==> src/rtl/pow_nonce_search.sv <==
// rtl/pow_nonce_search.sv - proof-of-work nonce search controller
//
// Builds candidate messages {header, nonce} for the downstream Pearson hasher.
// Each returned hash is compared against a difficulty target. Nonces are
// walked upward until a hit, until max_nonce is exhausted, or until abort.
//
// Ports:
//   clk, reset      rising-edge clock, synchronous active-high reset
//   start, abort    begin a search (IDLE/FOUND/EXHAUSTED only) / cancel to IDLE
//   header, target, max_nonce   search parameters, latched on accepted start
//   msg_out, msg_valid          candidate message and its one-cycle strobe
//   hash_in, hash_valid         hasher response, accepted only in WAIT
//   busy, found, exhausted      status (ISSUE/WAIT/CHECK, FOUND, EXHAUSTED)
//   nonce_out, hash_out         winning nonce and its hash
//   attempts                    CHECK count since start (POW_ATTEMPT_CNT_EN only)
//
// Optional feature macro: POW_ATTEMPT_CNT_EN
module pow_nonce_search #(
  parameter int HDR_W   = 8,
  parameter int NONCE_W = 24,
  parameter int HASH_W  = 8,
  parameter int TIMEOUT = 64
) (
  input  logic               clk,
  input  logic               reset,
  input  logic               start,
  input  logic               abort,
  input  logic [HDR_W-1:0]   header,
  input  logic [HASH_W-1:0]  target,
  input  logic [NONCE_W-1:0] max_nonce,
  output logic [31:0]        msg_out,
  output logic               msg_valid,
  input  logic [HASH_W-1:0]  hash_in,
  input  logic               hash_valid,
  output logic               busy,
  output logic               found,
  output logic               exhausted,
  output logic [NONCE_W-1:0] nonce_out,
  output logic [HASH_W-1:0]  hash_out
`ifdef POW_ATTEMPT_CNT_EN
  ,
  output logic [31:0]        attempts
`endif
);

  localparam int TW = $clog2(TIMEOUT);
  localparam logic [TW-1:0] TMO_LAST = TW'(TIMEOUT - 1);

  typedef enum logic [2:0] {
    S_IDLE, S_ISSUE, S_WAIT, S_CHECK, S_FOUND, S_EXHAUSTED
  } state_t;

  state_t             state_q, state_d;
  logic [NONCE_W-1:0] nonce_q, nonce_d;
  logic [NONCE_W-1:0] max_q, max_d;
  logic [NONCE_W-1:0] nonce_out_q, nonce_out_d;
  logic [HDR_W-1:0]   hdr_q, hdr_d;
  logic [HASH_W-1:0]  tgt_q, tgt_d;
  logic [HASH_W-1:0]  hash_cap_q, hash_cap_d;
  logic [HASH_W-1:0]  hash_out_q, hash_out_d;
  logic [TW-1:0]      tmo_q, tmo_d;
  logic [31:0]        msg_q, msg_d;
  logic               msg_valid_q, msg_valid_d;
  logic               busy_q, busy_d;
  logic               found_q, found_d;
  logic               exh_q, exh_d;
`ifdef POW_ATTEMPT_CNT_EN
  logic [31:0]        attempts_q, attempts_d;
`endif

  always_comb begin
    state_d     = state_q;
    nonce_d     = nonce_q;
    max_d       = max_q;
    nonce_out_d = nonce_out_q;
    hdr_d       = hdr_q;
    tgt_d       = tgt_q;
    hash_cap_d  = hash_cap_q;
    hash_out_d  = hash_out_q;
    tmo_d       = tmo_q;
    msg_d       = msg_q;
`ifdef POW_ATTEMPT_CNT_EN
    attempts_d  = attempts_q;
`endif

    if (abort) begin
      // Keeps the latched search parameters and the attempt count.
      state_d     = S_IDLE;
      nonce_d     = '0;
      tmo_d       = '0;
      hash_cap_d  = '0;
      nonce_out_d = '0;
      hash_out_d  = '0;
      msg_d       = '0;
    end else begin
      case (state_q)
        S_IDLE, S_FOUND, S_EXHAUSTED: begin
          if (start) begin
            hdr_d       = header;
            tgt_d       = target;
            max_d       = max_nonce;
            nonce_d     = '0;
            nonce_out_d = '0;
            hash_out_d  = '0;
`ifdef POW_ATTEMPT_CNT_EN
            attempts_d  = '0;
`endif
            state_d     = S_ISSUE;
          end
        end
        S_ISSUE: begin
          tmo_d   = '0;
          state_d = S_WAIT;
        end
        S_WAIT: begin
          // A response on the final WAIT cycle still wins over the retry.
          if (hash_valid) begin
            hash_cap_d = hash_in;
            state_d    = S_CHECK;
          end else if (tmo_q == TMO_LAST) begin
            state_d = S_ISSUE;
          end else begin
            tmo_d = tmo_q + 1'b1;
          end
        end
        S_CHECK: begin
`ifdef POW_ATTEMPT_CNT_EN
          if (attempts_q != '1) attempts_d = attempts_q + 32'd1;
`endif
          if (hash_cap_q < tgt_q) begin
            nonce_out_d = nonce_q;
            hash_out_d  = hash_cap_q;
            state_d     = S_FOUND;
          end else if (nonce_q == max_q) begin
            // Stopping here, before the increment, is what keeps the nonce from wrapping.
            state_d = S_EXHAUSTED;
          end else begin
            nonce_d = nonce_q + 1'b1;
            state_d = S_ISSUE;
          end
        end
        default: state_d = S_IDLE;
      endcase
    end

    // Status outputs are registered from the next state so they line up with it.
    msg_valid_d = (state_d == S_ISSUE);
    if (state_d == S_ISSUE) msg_d = {hdr_d, nonce_d};
    busy_d  = (state_d == S_ISSUE) || (state_d == S_WAIT) || (state_d == S_CHECK);
    found_d = (state_d == S_FOUND);
    exh_d   = (state_d == S_EXHAUSTED);
  end

  always_ff @(posedge clk) begin
    if (reset) begin
      state_q     <= S_IDLE;
      nonce_q     <= '0;
      max_q       <= '0;
      nonce_out_q <= '0;
      hdr_q       <= '0;
      tgt_q       <= '0;
      hash_cap_q  <= '0;
      hash_out_q  <= '0;
      tmo_q       <= '0;
      msg_q       <= '0;
      msg_valid_q <= 1'b0;
      busy_q      <= 1'b0;
      found_q     <= 1'b0;
      exh_q       <= 1'b0;
`ifdef POW_ATTEMPT_CNT_EN
      attempts_q  <= '0;
`endif
    end else begin
      state_q     <= state_d;
      nonce_q     <= nonce_d;
      max_q       <= max_d;
      nonce_out_q <= nonce_out_d;
      hdr_q       <= hdr_d;
      tgt_q       <= tgt_d;
      hash_cap_q  <= hash_cap_d;
      hash_out_q  <= hash_out_d;
      tmo_q       <= tmo_d;
      msg_q       <= msg_d;
      msg_valid_q <= msg_valid_d;
      busy_q      <= busy_d;
      found_q     <= found_d;
      exh_q       <= exh_d;
`ifdef POW_ATTEMPT_CNT_EN
      attempts_q  <= attempts_d;
`endif
    end
  end

  assign msg_out   = msg_q;
  assign msg_valid = msg_valid_q;
  assign busy      = busy_q;
  assign found     = found_q;
  assign exhausted = exh_q;
  assign nonce_out = nonce_out_q;
  assign hash_out  = hash_out_q;
`ifdef POW_ATTEMPT_CNT_EN
  assign attempts  = attempts_q;
`endif

endmodule

==> config.mk <==
export PLATFORM = sky130hd
export DESIGN_NAME = pow_nonce_search
export DESIGN_NICKNAME = d
export VERILOG_FILES = /design/src/rtl/pow_nonce_search.sv
export SDC_FILE = /design/constraint.sdc
export NUM_CORES = 1
export LEC_CHECK = 0
export ABC_AREA = 1
export BUFFER_PORTS_ARGS = -buffer_cell sky130_fd_sc_hd__clkbuf_2
export CAP_MARGIN = 20
export CELL_PAD_IN_SITES_DETAIL_PLACEMENT = 0
export CELL_PAD_IN_SITES_GLOBAL_PLACEMENT = 1
export CORE_MARGIN = 4
export CORE_UTILIZATION = 40
export CTS_CLUSTER_DIAMETER = 100
export CTS_CLUSTER_SIZE = 20
export DETAILED_ROUTE_END_ITERATION = 8
export PLACE_DENSITY = 0.81
export SLEW_MARGIN = 10
export SYNTH_ARGS = -nofsm -noshare
export SYNTH_HDL_FRONTEND = slang
export SYNTH_SLANG_ARGS = --single-unit
==> constraint.sdc <==
create_clock -name clk -period 2.2 [get_ports clk]
set_input_delay 0.11 -clock clk [delete_from_list [all_inputs] [get_ports clk]]
set_output_delay 0.11 -clock clk [all_outputs]
set_load 0.02 [all_outputs]
==> results.py, run 1 <==
metrics = {
    "run_status": {
        "run_status": "finished clean",
    },
    "power_and_ir_drop": {
        "power_report.internal_total_uw": 5210,
        "power.leakage_uw": 0.00434,
        "irDropWorstVdd_v": 0.000549,
        "cellPowerDensity_nw_per_um2": 736,
        "switching_share_pct": 25.4,
        "share_comb_of_total_power_pct": 14.0,
        "netSwitchingPower_uw": 1780,
        "power.sequential.fraction_pct": 41.0,
        "clockPowerShare_pct": 45.1,
    },
    "sta": {
        "slew_headroom_pct": 62.4,
        "timing.fmax_mhz": 464,
        "total_count_of_max_transition_violations_in_the_final_report": 0,
        "smallest_hold_slack_ns": 0.0191,
        "slew_worst_pin_ns": 0.559,
        "finalHoldViolations": 0,
        "timing.setup.tns_ns": 0,
        "finalCritPeriodShare_pct": 97.9,
        "clock-skew-final_ns": 0.00805,
        "fin_crit_ns": 2.15,
        "setup-violations-final": 0,
    },
    "floorplan": {
        "site_rows": 48,
        "die_height_um": 140,
        "chipWidth_um": 140,
        "core-area_um2": 17200,
        "start_util_pct": 40.6,
        "fp.dieArea_um2": 19600,
        "ios": 121,
    },
    "place": {
        "post-dp-hpwl_um": 15000,
        "gp_congestion": 0.866,
        "count_of_port_buffers_added_during_placement": 120,
    },
    "logic_synthesis": {
        "dominantRegCellSynth": "sky130_fd_sc_hd__dfxtp_1",
        "synth_edf_count": 0,
        "most_numerous_cell_types_in_the_synthesized_netlist": "sky130_fd_sc_hd__nand2_1 (186), sky130_fd_sc_hd__nor2_1 (185), sky130_fd_sc_hd__dfxtp_1 (149), sky130_fd_sc_hd__o21ai_0 (125), sky130_fd_sc_hd__inv_1 (100)",
        "synth_async_sr_flop_share_pct": 0,
        "post_synth_fa_ha_maj_area_fraction_pct": 1.61,
        "synthDominantCellAreaShare_pct": 42.7,
        "synth.area.top_cells": "sky130_fd_sc_hd__dfxtp_1 (43%), sky130_fd_sc_hd__nand2_1 (10%), sky130_fd_sc_hd__nor2_1 (9.9%)",
        "yosysTopAreaCell": "sky130_fd_sc_hd__dfxtp_1",
        "ys.warnings.count": 0,
        "synth_seq_cells": 149,
        "synth_compound_gate_area_share_pct": 15.4,
        "syn-cell-area_um2": 6980,
        "syn_inst": 1039,
        "synth_top_family_by_area": "simple AND/OR/NAND/NOR gates",
        "synth.yosys.seq_area_share_pct": 42.7,
        "syn_nets": 1101,
        "post_synth_and_or_nand_nor_area_fraction_pct": 29.7,
        "syn-mean-instance-area_um2": 6.72,
        "post_synth_mux_area_share_pct": 0.430,
        "synth-xor-area-share_pct": 0.251,
        "yosysMostFrequentCell": "sky130_fd_sc_hd__nand2_1",
        "ys_types": 34,
    },
    "grt": {
        "grt_antenna_before_repair": 0,
        "grt.total_usage_pct": 21.7,
        "grt_pass1_wl_um": 34400,
        "first_global_vias": 6707,
        "grt_start_max_net_pins": 41,
        "globalRoute.totalOverflow": 0,
    },
    "critical_path": {
        "worstPathArrival_ns": 2.47,
        "worstPathRequired_ns": 2.52,
        "critical_path.endpoint_type": "flip-flop",
        "critical_path.reg2reg.endpoint": "msg_out[17]$_SDFFE_PP0P_",
        "setup.reg_to_reg.worst_slack_ns": 0.05,
        "crit_path_max_incr_delay_ns": 0.37,
        "timing.reg2reg.worst_path_depth": 13,
        "path_max_fanout": 7,
        "critical_path.reg2reg.startpoint": "tmo_q[0]$_SDFFE_PP0P_",
        "worst-setup-path-type": "flip-flop to flip-flop",
        "crit_path_start_kind": "flip-flop",
        "cell_chain_of_the_critical_path": "ha_4 -> nand2_2 -> nor2_2 -> nand2_1 -> nor3_2 -> nor2_2 -> nand2_4 -> nand2_4 -> nor2_4 -> nand2_8 -> clkbuf_16 -> nand3_1 -> o21ai_1",
        "critPathSlowestCell": "sky130_fd_sc_hd__dfxtp_4",
    },
    "layout": {
        "nets": 1287,
        "finalCoreUtilization_pct": 55.3,
        "layout_area_growth_over_synthesis_pct": 36.0,
        "layout-drive-gt1-share_pct": 23.0,
        "antenna_cells_inserted": 0,
    },
    "routing": {
        "vias_per_cell": 4.95,
        "drt_iter0_markers": 467,
        "drtAntennaViolNets": 0,
        "postRouteWirelength_um": 21900,
        "avgRoutedWirePerCell_um": 15.0,
        "vias": 7235,
        "firstDrtPassIters": 6,
        "drc_errors": 0,
    },
    "clock_tree": {
        "cts_buffer_depth": 2,
        "clkSlewWorstSetupHoldPaths_ns": 0.06,
        "h-tree-depth": 4,
        "tritoncts": "built",
        "tritoncts.num_buffers": 17,
        "clock_insertion_delay_worst_skew_ns": 0.43,
        "cts_root_buffer": "sky130_fd_sc_hd__clkbuf_16",
        "cts.sinks": 149,
    },
    "hold_path": {
        "min_delay_worst_endpoint": "tgt_q[5]$_SDFFE_PP0P_",
        "hp_class": "primary input to flip-flop",
        "worstHoldStart": "target[5]",
        "min_path_cells": 3,
    },
    "flow_run": {
        "cap_viol_max_count": 0,
    },
}
area by class of cell:
type | instances | area [um2]
clock buffers | 22 | 454
clock inverters | 9 | 176
fillers | 1709 | 7680
inverters | 120 | 450
multi-input cells | 718 | 3540
flip-flops and latches | 149 | 3000
well taps | 225 | 282
repair buffers | 219 | 1590
critical path, delay by kind of cell (launching register included):
| kind | cells | cell delay, ns |
|---|---|---|
| adder cells (fa/ha/maj) | 1 | 0.14 |
| AO/OA/AOI/OAI | 1 | 0.06 |
| flip-flops | 1 | 0.37 |
| buffers and inverters | 1 | 0.21 |
| AND/OR/NAND/NOR | 10 | 1.27 |
per-layer routing:
layer | GRT usage (%) | share of wire [%]
met2 | 34.6 | 45
met3 | 3.79 | 4.4
met4 | 6.32 | 1.8
met1 | 30.3 | 49
met5 | 0 | 0
power by group through the flow:
stage / Combinational, uW / Sequential [uW] / Clock (uW)
3_3_place_gp: 820 / 2920 / 0
2_1_floorplan: 486 / 2950 / 0
4_1_cts: 890 / 2860 / 3200
5_1_grt: 1080 / 2870 / 3310
3_5_place_dp: 825 / 2920 / 0
6_report: 975 / 2860 / 3150
placed cells by master, fill, tap and decap left out, drive strengths merged, types with 5 or more instances in the layout:
master and count:
nor2 190, nand2 192, nand4 10, bufinv 5, inv 119, nor3 16, clkbuf 145, dlygate4sd3 44
a21oi 54, ha 9, buf 52, dfxtp 149, o21ai 155, nand3 78
per-stage QoR:
stage	cells	cell area, um2	power [uW]	worst slack (ns)
after floorplan	1039	6980	3430	0.289
after global placement	1379	8060	3730	0.123
after detailed placement	1379	8060	3740	0.0337
after CTS	1454	9130	6950	0.0152
after global routing	1462	9490	7260	-0.0672
final	1462	9490	6980	0.0462
what timing repair did:
action                                  4_1_cts  5_1_grt
gates resized for setup                       0       59
hold buffers                                 44        0
endpoints found under the setup margin        0       41
setup buffers                                 0        4
endpoints found under the hold margin        45        0
kinds of logic (layout without fill, tap and decap cells):
kind of cell | after synthesis | count (layout)
buffers and inverters | 172 | 370
AND/OR/NAND/NOR | 491 | 491
adder cells (fa/ha/maj) | 9 | 9
XOR/XNOR | 2 | 2
AO/OA/AOI/OAI | 213 | 213
flip-flops | 149 | 149
multiplexers | 3 | 3
registers in the layout, summed over array words and instances (netlist names), 3 cells and up:
name	cells
tgt_q	8
hash_out	8
max_q	24
msg_out	32
state_q	3
hash_cap_q	8
nonce_q	24
hdr_q	8
nonce_out	24
tmo_q	6
worst max path at each step:
stage,from,to,cells after the start
after floorplan,tgt_q[5]$_SDFFE_PP0P_,msg_out[24]$_SDFFE_PP0P_,14
after global placement,nonce_q[16]$_SDFF_PP0_,exhausted$_SDFF_PP0_,13
after detailed placement,tgt_q[1]$_SDFFE_PP0P_,msg_out[13]$_SDFFE_PP0P_,15
after CTS,tgt_q[1]$_SDFFE_PP0P_,msg_out[13]$_SDFFE_PP0P_,15
after global routing,tmo_q[0]$_SDFFE_PP0P_,msg_out[0]$_SDFFE_PP0P_,13
final,tmo_q[0]$_SDFFE_PP0P_,msg_out[17]$_SDFFE_PP0P_,13
(Power assumes the default switching activity.)
==> run 2: changes to the inputs <==
ABC_AREA = not set   (was 1)
CORE_UTILIZATION = 41   (was 40)
PLACE_DENSITY = 0.8   (was 0.81)
==> run 2 against run 1 <==
  * Utilization rose by 12 points
  * Critical path type unchanged
  * Non-clock buffer count is 78 higher
  * Via count is 5.4% lower
  * Routed wire length grew 5.0%
  * Clock skew shrank 0.0013 ns
  * The run now ends with setup timing left
  * Sequential power is 3% lower
  * Total power decreased by 1.3%
  * Synthesized cell count decreased by 22%
  * Highest routed layer unchanged
  * Largest cell class unchanged
  * Die area shrank 6.1%
  * Clock power is 3% lower
  * Critical endpoint is now msg_out[9]$_SDFFE_PP0P_
  * Cell area rose by 13%
==> results.py, run 2 <==
metrics = {
    "power_and_ir_drop": {
        "power.leakage_uw": 0.00403,
        "cellPowerDensity_nw_per_um2": 642,
        "irDropWorstVdd_v": 0.000534,
    },
    "critical_path": {
        "critPathBufInv": 2,
        "crit_path_max_incr_delay_ns": 0.41,
        "critical_path.reg2reg.endpoint": "msg_out[9]$_SDFFE_PP0P_",
        "critical_path.endpoint_type": "flip-flop",
        "critPathSlowestCell": "sky130_fd_sc_hd__o311a_4",
        "critical_path.endpoint": "msg_out[9]$_SDFFE_PP0P_",
        "worstPathArrival_ns": 2.82,
        "crit_cells": 10,
        "crit_path_start_kind": "flip-flop",
        "cpLargestDelayFamily": "compound AO/OA/AOI/OAI gates",
        "worst-setup-path-type": "flip-flop to flip-flop",
        "worstSetupStartpoint": "tgt_q[2]$_SDFFE_PP0P_",
        "timing.reg2reg.worst_path_depth": 10,
        "setup.reg_to_reg.worst_slack_ns": -0.30,
        "cell_chain_of_the_critical_path": "inv_2 -> ha_4 -> a211o_1 -> a31oi_1 -> o311a_4 -> buf_12 -> or2_4 -> o31a_1 -> or3_4 -> a21o_1",
        "critical_path.reg2reg.startpoint": "tgt_q[2]$_SDFFE_PP0P_",
        "worstPathRequired_ns": 2.52,
        "path_max_fanout": 6,
    },
    "floorplan": {
        "core-area_um2": 15900,
        "fp.dieArea_um2": 18400,
        "chipWidth_um": 136,
        "start_util_pct": 41.9,
        "site_rows": 46,
        "die_height_um": 136,
        "ios": 121,
    },
    "logic_synthesis": {
        "most_numerous_cell_types_in_the_synthesized_netlist": "sky130_fd_sc_hd__nand2_1 (164), sky130_fd_sc_hd__dfxtp_1 (149), sky130_fd_sc_hd__a21oi_1 (106), sky130_fd_sc_hd__nand3_1 (51), sky130_fd_sc_hd__nor2_1 (39)",
        "ys_types": 63,
        "post_synth_and_or_nand_nor_area_fraction_pct": 24.9,
        "synth.area.top_cells": "sky130_fd_sc_hd__dfxtp_1 (45%), sky130_fd_sc_hd__nand2_1 (9.2%), sky130_fd_sc_hd__a21oi_1 (7.9%)",
        "yosysTopAreaCell": "sky130_fd_sc_hd__dfxtp_1",
        "syn-mean-instance-area_um2": 8.28,
        "post_synth_fa_ha_maj_area_fraction_pct": 1.68,
        "dominantRegCellSynth": "sky130_fd_sc_hd__dfxtp_1",
        "synthDominantCellAreaShare_pct": 44.6,
        "post_synth_mux_area_share_pct": 2.66,
        "synth_seq_cells": 149,
        "synth.yosys.seq_area_share_pct": 44.6,
        "syn_nets": 870,
        "synth_async_sr_flop_share_pct": 0,
        "ys.warnings.count": 0,
        "synth_compound_gate_area_share_pct": 16.2,
        "synth_top_family_by_area": "simple AND/OR/NAND/NOR gates",
        "synth_edf_count": 0,
        "synth-xor-area-share_pct": 4.45,
        "syn-cell-area_um2": 6690,
        "yosysMostFrequentCell": "sky130_fd_sc_hd__nand2_1",
        "syn_inst": 808,
    },
    "layout": {
        "final.fill_count": 1261,
        "largest_register_ff_count": 32,
        "finalCoreUtilization_pct": 67.4,
        "nets": 1126,
        "regArea_um2": 3000,
        "multi_input_area_um2": 4370,
        "antenna_cells_inserted": 0,
        "layout-drive-gt1-share_pct": 42.1,
        "layout_area_growth_over_synthesis_pct": 60.6,
        "leading_cell_type_in_the_layout_fill_and_taps_excluded": "sky130_fd_sc_hd__nand2_1",
        "mostFrequentLayoutCells": "sky130_fd_sc_hd__nand2_1 (161), sky130_fd_sc_hd__dfxtp_1 (139), sky130_fd_sc_hd__clkbuf_2 (120)",
    },
    "clock_tree": {
        "clkSlewWorstSetupHoldPaths_ns": 0.06,
        "cts_root_buffer": "sky130_fd_sc_hd__clkbuf_16",
        "clock_insertion_delay_worst_skew_ns": 0.43,
        "tritoncts.num_buffers": 17,
        "h-tree-depth": 4,
        "tritoncts": "built",
        "cts.sinks": 149,
        "cts_buffer_depth": 2,
    },
    "sta": {
        "timing.setup.tns_ns": -10.92,
        "postLayoutSetupSlackWorst_ns": -0.301,
        "finalHoldViolations": 0,
        "slew_headroom_pct": 46.6,
        "fin_crit_ns": 2.50,
        "setup-violations-final": 86,
        "finalCritPeriodShare_pct": 114,
        "rsz0062_at_grt": "true",
        "clock-skew-final_ns": 0.00671,
        "timing.fmax_mhz": 400,
        "slew_worst_pin_ns": 0.800,
        "total_count_of_max_transition_violations_in_the_final_report": 0,
    },
    "hold_path": {
        "min_path_cells": 3,
        "hp_class": "primary input to flip-flop",
    },
    "grt": {
        "grt_start_max_net_pins": 42,
        "grt_pass1_wl_um": 34700,
        "grt.total_usage_pct": 24.2,
        "first_global_vias": 6520,
        "globalRoute.totalOverflow": 0,
        "grt_antenna_before_repair": 0,
    },
    "routing": {
        "drt_iter0_markers": 521,
        "vias_per_cell": 5.29,
        "vias": 6845,
        "postRouteWirelength_um": 23000,
        "drtAntennaViolNets": 0,
        "avgRoutedWirePerCell_um": 17.8,
        "drc_errors": 0,
        "firstDrtPassIters": 5,
    },
    "run_status": {
        "run_status": "complete, but fails checks",
        "violated_checks": "setup timing",
    },
    "place": {
        "gp_congestion": 0.892,
        "count_of_port_buffers_added_during_placement": 120,
        "post-dp-hpwl_um": 14800,
    },
    "flow_run": {
        "cap_viol_max_count": 0,
    },
}
## run 2: how the worst min path moves through the flow
| stage | start | endpoint | slack [ns] |
|---|---|---|---|
| 2_1_floorplan | abort | found$_SDFF_PP0_ | 0.19 |
| 3_3_place_gp | max_nonce[8] | max_q[8]$_SDFFE_PP0P_ | 0.34 |
| 3_5_place_dp | max_nonce[2] | max_q[2]$_SDFFE_PP0P_ | 0.34 |
| 4_1_cts | reset | nonce_q[17]$_SDFF_PP0_ | 0.11 |
| 5_1_grt | reset | nonce_q[17]$_SDFF_PP0_ | 0.12 |
| 6_report | reset | nonce_q[17]$_SDFF_PP0_ | 0.13 |
## run 2: logic make-up after synthesis
group	after synthesis
simple gates	349
compound gates	171
flops	149
buf+inv	80
xor+xnor	34
mux	16
fa+ha+maj	9
## run 2: metrics by stage
stage	power, uW	setup slack, ns	hold slack [ns]	std cells	cell area, um2
2_1_floorplan	3210	-0.213	0.186	808	6780
3_3_place_gp	3490	-0.449	0.338	1185	8230
3_5_place_dp	3490	-0.525	0.340	1185	8230
4_1_cts	6820	-0.254	0.108	1280	10000
5_1_grt	7120	-0.359	0.124	1293	10700
6_report	6890	-0.301	0.129	1293	10700
## run 2: cell type report
type | count | area share [%]
Clock buffer | 21 | 4.38
Tap cell | 216 | 2.52
Inverter | 18 | 0.629
Timing Repair Buffer | 297 | 22.6
Sequential cell | 149 | 27.9
Multi-Input combinational cell | 581 | 40.6
Clock inverter | 11 | 1.39
## run 2: worst reg2reg max path, stage by stage, from the launching register on
cell	delay, ns
sky130_fd_sc_hd__dfxtp_2	0.33
sky130_fd_sc_hd__inv_2	0.04
sky130_fd_sc_hd__ha_4	0.25
sky130_fd_sc_hd__a211o_1	0.10
sky130_fd_sc_hd__a31oi_1	0.04
sky130_fd_sc_hd__o311a_4	0.41
sky130_fd_sc_hd__buf_12	0.16
sky130_fd_sc_hd__or2_4	0.26
sky130_fd_sc_hd__o31a_1	0.25
sky130_fd_sc_hd__or3_4	0.39
sky130_fd_sc_hd__a21o_1	0.17
## run 2: timing repair
item | 4_1_cts | 5_1_grt
resized for setup | 102 | 106
gates cloned | 6 | 2
hold buffers | 49 | 0
pin swaps | 72 | 71
setup endpoints to repair | 86 | 92
endpoints found under the hold margin | 49 | 0
buffers inserted | 11 | 16
## run 2: power breakdown
group,switching (uW),internal (uW),leakage [uW],total [uW]
combinational,568,507,0.00254,1070
clock,1160,1870,0.000284,3040
sequential,33.8,2750,0.00121,2780
## run 2: routing by layer
metal	track usage, %	part of all wire (%)	wire length, um
met1	33.1	44	10100
met2	38.2	47	10800
met3	4.79	6.8	1570
met4	8.79	2.5	575
met5	0	0	0
==> run 3: changes to the inputs <==
CELL_PAD_IN_SITES_DETAIL_PLACEMENT = 1   (was 0)
==> run 3 against run 2 <==
  * The run still ends with setup timing left
  * Worst hold slack better by 0.083 ns
  * First-iteration DRC count up 97%
  * Highest routed layer unchanged
  * Non-clock buffer count up 13
  * Clock-buffer cell count down 1
==> results.py, run 3 (same netlist as run 2, synthesis figures left out) <==
metrics = {
    "run_status": {
        "run_status": "complete, but fails checks",
        "violated_checks": "setup timing",
    },
    "power_and_ir_drop": {
        "cellPowerDensity_nw_per_um2": 629,
        "power.sequential.fraction_pct": 39.3,
        "clockPowerShare_pct": 42.1,
        "irDropWorstVdd_v": 0.000589,
        "netSwitchingPower_uw": 2140,
        "design_power_total_uw": 7120,
        "power_report.internal_total_uw": 4990,
        "power.leakage_uw": 0.00417,
        "switching_share_pct": 30.0,
        "share_comb_of_total_power_pct": 18.6,
    },
    "flow_run": {
        "cap_viol_max_count": 0,
    },
    "floorplan": {
        "fp.dieArea_um2": 18400,
        "start_util_pct": 41.9,
        "site_rows": 46,
        "ios": 121,
        "core-area_um2": 15900,
        "chipWidth_um": 136,
        "die_height_um": 136,
    },
    "routing": {
        "postRouteWirelength_um": 43800,
        "avgRoutedWirePerCell_um": 33.6,
        "drtAntennaViolNets": 0,
        "drc_errors": 0,
        "drt_iter0_markers": 1028,
        "firstDrtPassIters": 6,
        "vias_per_cell": 6.74,
        "vias": 8787,
    },
    "grt": {
        "grt.total_usage_pct": 37.9,
        "first_global_vias": 8632,
        "globalRoute.totalOverflow": 0,
        "grt_pass1_wl_um": 52700,
        "grt_antenna_before_repair": 0,
        "grt_start_max_net_pins": 42,
    },
    "critical_path": {
        "worstPathArrival_ns": 3.23,
        "cpLargestDelayFamily": "simple AND/OR/NAND/NOR gates",
        "worstPathRequired_ns": 2.55,
        "critical_path.endpoint_type": "flip-flop",
        "timing.reg2reg.worst_path_depth": 9,
        "setup.reg_to_reg.worst_slack_ns": -0.68,
        "critical_path.reg2reg.endpoint": "msg_out[21]$_SDFFE_PP0P_",
        "path_max_fanout": 6,
        "crit_path_max_incr_delay_ns": 0.42,
        "worst-setup-path-type": "flip-flop to flip-flop",
        "worst_path_most_repeated_cell": "sky130_fd_sc_hd__buf_4",
        "crit_path_start_kind": "flip-flop",
        "critPathBufInv": 2,
        "cell_chain_of_the_critical_path": "buf_4 -> nand3_1 -> nor3_2 -> nand4_1 -> buf_4 -> nor4_2 -> and2_4 -> o211ai_1 -> mux2_4",
        "critical_path.reg2reg.startpoint": "nonce_q[11]$_SDFF_PP0_",
        "critPathSlowestCell": "sky130_fd_sc_hd__nor4_2",
    },
    "sta": {
        "postLayoutSetupSlackWorst_ns": -0.681,
        "finalCritPeriodShare_pct": 131,
        "total_count_of_max_transition_violations_in_the_final_report": 0,
        "timing.setup.tns_ns": -37.68,
        "slew_worst_pin_ns": 1.01,
        "fin_crit_ns": 2.88,
        "slew_headroom_pct": 32.3,
        "timing.fmax_mhz": 347,
        "finalHoldViolations": 0,
        "setup-violations-final": 133,
        "smallest_hold_slack_ns": 0.212,
        "rsz0062_at_grt": "true",
        "clock-skew-final_ns": 0.0222,
    },
    "layout": {
        "leading_cell_type_in_the_layout_fill_and_taps_excluded": "sky130_fd_sc_hd__nand2_1",
        "layout-drive-gt1-share_pct": 47.6,
        "final.fill_count": 1678,
        "layoutNonFillerInstCount": 1304,
        "antenna_cells_inserted": 0,
        "layout_area_growth_over_synthesis_pct": 69.4,
        "nets": 1139,
        "mostFrequentLayoutCells": "sky130_fd_sc_hd__nand2_1 (158), sky130_fd_sc_hd__dfxtp_1 (132), sky130_fd_sc_hd__clkbuf_2 (120)",
        "largest_register_ff_count": 32,
    },
    "place": {
        "post-place-cells": 1185,
        "post-dp-hpwl_um": 17100,
        "count_of_port_buffers_added_during_placement": 120,
        "gp_congestion": 0.892,
    },
    "clock_tree": {
        "h-tree-depth": 4,
        "cts.sinks": 149,
        "clock_insertion_delay_worst_skew_ns": 0.46,
        "cts_buffer_depth": 2,
        "cts_root_buffer": "sky130_fd_sc_hd__clkbuf_16",
        "tritoncts": "built",
        "tritoncts.num_buffers": 17,
        "clkSlewWorstSetupHoldPaths_ns": 0.08,
    },
    "hold_path": {
        "min_path_cells": 3,
        "worstHoldStart": "reset",
        "hp_class": "primary input to flip-flop",
        "min_delay_worst_endpoint": "nonce_q[17]$_SDFF_PP0_",
    },
}
-- run 3: worst min-delay path, delay by kind of cell --
kind	cells	cell delay, ns
buf+inv	1	0.14
simple gates	2	0.36
-- run 3: stage by stage --
step / setup WS (ns) / utilization [%] / cell area (um2)
2_1_floorplan: -0.213 / - / 6780
3_3_place_gp: -0.449 / 51.6 / 8230
3_5_place_dp: -0.623 / 51.6 / 8230
4_1_cts: -0.310 / 64.0 / 10200
5_1_grt: -0.723 / 71.0 / 11300
6_report: -0.681 / 71.0 / 11300
-- run 3: how the worst max path moves through the flow --
| stage | start | to | slack [ns] | depth (start not counted) |
|---|---|---|---|---|
| 2_1_floorplan | tgt_q[2]$_SDFFE_PP0P_ | msg_out[9]$_SDFFE_PP0P_ | -0.21 | 11 |
| 3_3_place_gp | tgt_q[2]$_SDFFE_PP0P_ | hash_out[4]$_SDFFE_PP0P_ | -0.45 | 10 |
| 3_5_place_dp | tgt_q[2]$_SDFFE_PP0P_ | nonce_out[2]$_SDFFE_PP0P_ | -0.62 | 10 |
| 4_1_cts | tgt_q[2]$_SDFFE_PP0P_ | msg_out[9]$_SDFFE_PP0P_ | -0.31 | 10 |
| 5_1_grt | nonce_q[11]$_SDFF_PP0_ | msg_out[21]$_SDFFE_PP0P_ | -0.72 | 9 |
| 6_report | nonce_q[11]$_SDFF_PP0_ | msg_out[21]$_SDFFE_PP0P_ | -0.68 | 9 |
-- run 3: routing by layer --
metal / GRT usage (%) / vias up / part of all wire, %
met2: 63.4 / 869 / 46
met4: 22.3 / 0 / 9.1
met3: 9.77 / 365 / 11
met5: 0 / - / 0
li1: - / 3317 / -
met1: 43.8 / 4236 / 35
-- run 3: what timing repair did --
action	in CTS	in global routing
pin swaps	65	106
hold buffers	49	0
resized for setup	138	176
endpoints found under the hold margin	49	0
setup endpoints to repair	90	131
setup buffers	12	30
cloned	9	0
-- run 3: area by class of cell --
class	instances	area, um2	area share (%)
Multi-Input combinational cell	581	4830	42.6
Sequential cell	149	3010	26.5
Timing Repair Buffer	310	2600	23.0
Clock buffer	20	447	3.94
Tap cell	216	270	2.39
Clock inverter	10	109	0.961
Inverter	18	67.6	0.596
-- run 3: power groups by stage --
stage | Clock [uW] | Sequential (uW) | Combinational (uW)
2_1_floorplan | 0 | 2840 | 371
3_3_place_gp | 0 | 2840 | 655
3_5_place_dp | 0 | 2840 | 672
4_1_cts | 2850 | 2780 | 1010
5_1_grt | 3080 | 2800 | 1350
6_report | 3000 | 2800 | 1320
